**config.mk**
```make
export PLATFORM = sky130hd
export DESIGN_NAME = expstate_change_queue
export DESIGN_NICKNAME = d
export VERILOG_FILES = /design/src/rtl/expstate_chgq_pkg.sv /design/src/rtl/expstate_change_queue_chgq_fifo.sv /design/src/rtl/expstate_change_queue.sv
export SDC_FILE = /design/constraint.sdc
export NUM_CORES = 1
export LEC_CHECK = 0
export CORE_MARGIN = 10
export CORE_UTILIZATION = 50
export CTS_CLUSTER_DIAMETER = 40
export CTS_CLUSTER_SIZE = 25
export DETAILED_ROUTE_END_ITERATION = 10
export PLACE_DENSITY = 0.74
export SYNTH_ARGS = -nofsm -noshare
export SYNTH_HDL_FRONTEND = slang
export SYNTH_SLANG_ARGS = --single-unit
```
**constraint.sdc**
```tcl
create_clock -name CLK -period 3 [get_ports CLK]
set_input_delay 0.6 -clock CLK [delete_from_list [all_inputs] [get_ports CLK]]
set_output_delay 0.6 -clock CLK [all_outputs]
set_load 0.01 [all_outputs]
```
**src/rtl/expstate_chgq_pkg.sv**
```systemverilog
// Shared constants and types for the exported-state change queue.
// The optional per-entry timestamp is controlled by EXPSTATE_CHGQ_TIMESTAMP_EN.
package expstate_chgq_pkg;

    localparam int STAMP_W   = 16;
    localparam int DEF_WIDTH = 32;
    localparam int DEF_DEPTH = 4;

`ifdef EXPSTATE_CHGQ_TIMESTAMP_EN
    localparam bit STAMP_EN = 1'b1;
`else
    localparam bit STAMP_EN = 1'b0;
`endif

    // One queued change at the default width: new state value plus the
    // cycle stamp taken at the push edge (stamp unused without the macro).
    typedef struct packed {
        logic [STAMP_W-1:0]   stamp;
        logic [DEF_WIDTH-1:0] data;
    } chg_entry_t;

    // Number of bits one FIFO entry occupies for a given state width.
    function automatic int entry_width(input int width);
        return STAMP_EN ? (width + STAMP_W) : width;
    endfunction

endpackage

```
**src/rtl/expstate_change_queue_chgq_fifo.sv**
```systemverilog
// chgq_fifo: show-ahead synchronous FIFO with occupancy count.
// The head entry is presented combinationally from storage and forced to
// zero while empty; full/empty are decoded from the registered count.
module chgq_fifo #(
    parameter int ENT_W = 32,
    parameter int DEPTH = 4
) (
    input  logic                     clk,
    input  logic                     rst,
    input  logic                     push,
    input  logic                     pop,
    input  logic [ENT_W-1:0]         wr_data,
    output logic [ENT_W-1:0]         rd_data,
    output logic [$clog2(DEPTH):0]   count,
    output logic                     full,
    output logic                     empty
);

    localparam int PTR_W = $clog2(DEPTH);
    localparam int CNT_W = PTR_W + 1;

    logic [ENT_W-1:0] mem_q [DEPTH];
    logic [PTR_W-1:0] wr_ptr_q, wr_ptr_d;
    logic [PTR_W-1:0] rd_ptr_q, rd_ptr_d;
    logic [CNT_W-1:0] count_q, count_d;
    logic             do_push;
    logic             do_pop;

    assign full  = (count_q == CNT_W'(DEPTH));
    assign empty = (count_q == '0);
    assign count = count_q;

    // Head entry, zeroed while empty so stale storage never leaks out.
    assign rd_data = empty ? '0 : mem_q[rd_ptr_q];

    // Qualify requests: a pop needs data, a push needs room or a concurrent pop.
    always_comb begin
        do_pop   = pop && !empty;
        do_push  = push && (!full || do_pop);
        wr_ptr_d = wr_ptr_q;
        rd_ptr_d = rd_ptr_q;
        count_d  = count_q;
        if (do_push) begin
            wr_ptr_d = wr_ptr_q + PTR_W'(1);
        end
        if (do_pop) begin
            rd_ptr_d = rd_ptr_q + PTR_W'(1);
        end
        case ({do_push, do_pop})
            2'b10:   count_d = count_q + CNT_W'(1);
            2'b01:   count_d = count_q - CNT_W'(1);
            default: count_d = count_q;
        endcase
    end

    // Pointer and occupancy state; reset empties the queue immediately.
    always_ff @(posedge clk or posedge rst) begin
        if (rst) begin
            wr_ptr_q <= '0;
            rd_ptr_q <= '0;
            count_q  <= '0;
        end else begin
            wr_ptr_q <= wr_ptr_d;
            rd_ptr_q <= rd_ptr_d;
            count_q  <= count_d;
        end
    end

    // Entry storage; contents are only observable while counted as valid.
    always_ff @(posedge clk) begin
        if (do_push) begin
            mem_q[wr_ptr_q] <= wr_data;
        end
    end

endmodule

```
**src/rtl/expstate_change_queue.sv**
```systemverilog
// expstate_change_queue: registers an exported TIE state onto the import
// wire, queues every cycle-to-cycle change in a show-ahead FIFO drained by
// a valid/ready handshake, and flags dropped changes with a sticky overflow.
// Define EXPSTATE_CHGQ_TIMESTAMP_EN to add a 16-bit cycle stamp per entry
// and the ChgStamp output.
module expstate_change_queue
    import expstate_chgq_pkg::*;
#(
    parameter int               WIDTH       = DEF_WIDTH,
    parameter int               DEPTH       = DEF_DEPTH,
    parameter logic [WIDTH-1:0] RESET_VALUE = '0
) (
    input  logic                   CLK,
    input  logic                   Reset,
    input  logic [WIDTH-1:0]       ExpState,
    output logic [WIDTH-1:0]       ImpWire,
    output logic                   ChgValid,
    output logic [WIDTH-1:0]       ChgData,
    input  logic                   ChgReady,
    output logic [$clog2(DEPTH):0] ChgCount,
    output logic                   Overflow,
    input  logic                   OverflowClr
`ifdef EXPSTATE_CHGQ_TIMESTAMP_EN
    ,
    output logic [STAMP_W-1:0]     ChgStamp
`endif
);

    localparam int ENT_W = entry_width(WIDTH);

    logic [WIDTH-1:0] cap_q, cap_d;
    logic             overflow_q, overflow_d;
    logic             push;
    logic             pop;
    logic             accept;
    logic             drop;
    logic             fifo_full;
    logic             fifo_empty;
    logic [ENT_W-1:0] wr_entry;
    logic [ENT_W-1:0] rd_entry;

    // Change detection, handshake qualification and overflow flag update.
    always_comb begin
        cap_d      = ExpState;
        push       = (ExpState != cap_q);
        pop        = ChgReady && !fifo_empty;
        accept     = push && (!fifo_full || pop);
        drop       = push && fifo_full && !pop;
        overflow_d = overflow_q;
        if (drop) begin
            overflow_d = 1'b1;
        end else if (OverflowClr) begin
            overflow_d = 1'b0;
        end
    end

    // Capture register and sticky overflow flag.
    always_ff @(posedge CLK or posedge Reset) begin
        if (Reset) begin
            cap_q      <= RESET_VALUE;
            overflow_q <= 1'b0;
        end else begin
            cap_q      <= cap_d;
            overflow_q <= overflow_d;
        end
    end

`ifdef EXPSTATE_CHGQ_TIMESTAMP_EN
    logic [STAMP_W-1:0] stamp_q, stamp_d;

    // Free-running cycle counter, wraps naturally at 16 bits.
    always_comb begin
        stamp_d = stamp_q + STAMP_W'(1);
    end

    // Cycle counter register.
    always_ff @(posedge CLK or posedge Reset) begin
        if (Reset) begin
            stamp_q <= '0;
        end else begin
            stamp_q <= stamp_d;
        end
    end

    // The stored stamp is the counter value at the push edge.
    assign wr_entry = {stamp_q, ExpState};
    assign ChgData  = rd_entry[WIDTH-1:0];
    assign ChgStamp = rd_entry[ENT_W-1 -: STAMP_W];
`else
    assign wr_entry = ExpState;
    assign ChgData  = rd_entry;
`endif

    chgq_fifo #(
        .ENT_W (ENT_W),
        .DEPTH (DEPTH)
    ) u_fifo (
        .clk     (CLK),
        .rst     (Reset),
        .push    (accept),
        .pop     (pop),
        .wr_data (wr_entry),
        .rd_data (rd_entry),
        .count   (ChgCount),
        .full    (fifo_full),
        .empty   (fifo_empty)
    );

    assign ImpWire  = cap_q;
    assign ChgValid = !fifo_empty;
    assign Overflow = overflow_q;

endmodule

```
==> results.toml <==
[status]
status = "finished clean"

[cts]
cts_tree = "yes"
path_clk_slew_ns = 0.06
cts_buffers = 17
insertion_delay_ns = 0.42
root_buffer = "clkbuf_16"
cts.path.max_buffers = 2
h-tree-depth = 4
clkSinkCount = 168

[hold_path]
worstHoldStart = "Overflow"
hold_depth = 1
min_path_type = "flop to flop"
whs_endpoint = "Overflow"

[logic_synthesis]
synth.net_count = 361
ys_ff_latch = 168
syn_inst = 319
yosys.cell_types.count = 23
synthArstFlopShare_pct = 23.8
yosys_warnings = 0
syn_area_mm2 = 0.00645
avgSynthCellArea_um2 = 20.2
synth_edf_count = 128
yosysTopAreaCell = "edfxtp_1"
synth_most_common_cell = "edfxtp_1"
synth.area.top_cells = "edfxtp_1 60%, dfrtp_1 16%, mux4_2 11%"
yosysTopAreaCellShare_pct = 59.6
synthFlopType = "edfxtp_1"
yosys-top-cells-count = "128 x edfxtp_1, 40 x dfrtp_1, 37 x and2_1"
ys_seq_area_share_pct = 75.1

[sta]
fin_skew_ns = 0.00660
setup_ws_ns = 0.0973
setup_viol = 0
rsz0062_at_grt = "false"
post-route-min-period_ns = 2.90
maxSlewHeadroom_pct = 62.2
hold_viol = 0
period_share_pct = 96.8
tightest_slew_ns = 0.566
timing.final.max_slew_violations = 0
fmax_mhz = 345

[finish]
area_delta_synth_final_pct = 34.1
diodes = 0
drive_gt1_share_pct = 23.0
nets = 517
fin_cells = 660
post-route-cell-area_mm2 = 0.00864
nFillCells = 878

[grt]
grtUsageTotal_pct = 17.0
antenna_found_initial = 0
grt_pass1_vias = 3839
grt_max_degree = 24
grt-ovfl-total = 0
grt_pass1_wl_mm = 22.9

[pwr]
power_mw = 8.99
ir_drop_mv = 0.468
power_density_mw_per_mm2 = 1040
p_leak_nw = 3.10

[floorplanning]
std_cell_rows = 41
die-width_um = 134
num_io_pins = 105
die_area_mm2 = 0.0178
die_h_um = 134
start_util_pct = 51.1
design.core.area_mm2 = 0.0126

[drt]
vias = 3471
dr.pass1.iters = 4
postRouteAntennaNets = 0
wire_per_inst_um = 22.2
drtIter0Drc = 268
wl_mm = 14.6
post-route-drc-count = 0
routed_via_density = 5.26

[placed_design]
dpl_cell_area_mm2 = 0.00808
io_buffers = 104
routabilityCongestion = 0.722
dp_hpwl_mm = 10.0
dp.cells = 626
dp_slack_ns = -0.285

[critical_path]
criticalPathCategory = "flop to output port"
rrSetupSlack_ns = 0.44
rr_endpoint = "u_fifo.count[2]"
critPathRequiredTime_ns = 2.40
reg2reg_from = "ImpWire[24]"
arrival_ns = 2.30
worstRegToRegCells = 11
crit_path_end_kind = "output port"
start_kind = "flop"
cp_max_fo = 16

[job]
maxCapViolCount = 0
==> flip-flops by register name, indices dropped and copies added, names as in the netlist <==
register,cells
u_fifo.mem_q,128
u_fifo.rd_ptr_q,2
u_fifo.wr_ptr_q,2
ImpWire,32
u_fifo.count,3
Overflow,1
==> area by class of cell <==
class / count / area (µm²) / area share, %
Clock buffer: 26 / 469 / 5.43
Clock inverter: 6 / 52.6 / 0.608
Inverter: 8 / 30.0 / 0.347
Multi-Input combinational cell: 132 / 1540 / 17.9
Sequential cell: 168 / 4850 / 56.1
Tap cell: 172 / 215 / 2.49
Timing Repair Buffer: 148 / 1480 / 17.2
==> placed cells by master (no fill, tap or decap), types with 2 or more instances in the layout <==
cell | Yosys | routed
dfrtp_1 | 40 | 38
mux4_2 | 32 | 32
clkinv_2 | 0 | 3
nand4_1 | 8 | 8
buf_12 | 0 | 9
and2_2 | 0 | 4
xnor2_1 | 35 | 34
clkdlybuf4s50_1 | 0 | 104
clkbuf_1 | 5 | 8
xor2_1 | 3 | 3
ha_1 | 5 | 5
inv_1 | 8 | 7
and2_1 | 37 | 33
edfxtp_1 | 128 | 128
clkinv_1 | 0 | 2
buf_4 | 3 | 35
nand2_1 | 2 | 2
clkbuf_16 | 0 | 17
==> worst max path at each step <==
| stage | from | end | slack, ns | cells after the start |
|---|---|---|---|---|
| 3_3_place_gp | ExpState[1] | u_fifo.count[2] | -0.12 | 12 |
| 2_1_floorplan | ExpState[13] | u_fifo.count[2] | 0.58 | 11 |
| 3_5_place_dp | ExpState[1] | u_fifo.count[2] | -0.29 | 12 |
| 5_1_grt | u_fifo.rd_ptr_q[0] | ChgData[13] | 0.02 | 4 |
| 6_report | u_fifo.rd_ptr_q[0] | ChgData[13] | 0.1 | 4 |
| 4_1_cts | u_fifo.count[0] | ChgData[28] | 0.0007 | 4 |
==> kinds of logic after synthesis <==
group | count (synthesis) | share of synthesized area [%]
DFF | 168 | 75.1
and+or+nand+nor | 52 | 5.26
xor gates and xnor gates | 38 | 5.16
muxes | 34 | 11.6
buffers and inverters | 19 | 1.34
adders and majority gates | 6 | 1.28
AOI/OAI and AO/OA | 2 | 0.272
==> worst max-delay path, stage by stage, from the launching register on <==
cell             delay [ns]
dfrtp_4                0.48
buf_12                 0.20
mux4_2                 0.53
and2_1                 0.19
clkdlybuf4s50_1        0.48
==> what timing repair did <==
action | 4_1_cts | 5_1_grt
hold buffers | 0 | 0
resized for setup | 1 | 3
buffers inserted | 2 | 0
endpoints found under the setup margin | 24 | 22
==> stage by stage <==
stage	setup TNS, ns	hold WS, ns	utilization, %
2_1_floorplan	0	0.528	-
3_3_place_gp	-0.120	0.515	64.1
3_5_place_dp	-0.285	0.530	64.1
4_1_cts	0	0.542	68.3
5_1_grt	0	0.566	68.5
6_report	0	0.551	68.5
==> power by group <==
group          switching [mW]  total, mW  internal (mW)
registers               0.269       3.59           3.32
clock network           0.802       1.95           1.15
logic                    1.53       3.44           1.91
total                    2.60       8.99           6.38
==> layer usage <==
metal	vias up	global-route usage, %	share of wire, %
li1	1530	-	-
met1	1816	21.2	43
met2	108	27.5	49
met3	17	5.94	6.0
met4	0	5.08	1.3
met5	-	0	0
Note: power is estimated with default switching activity, not from simulation.
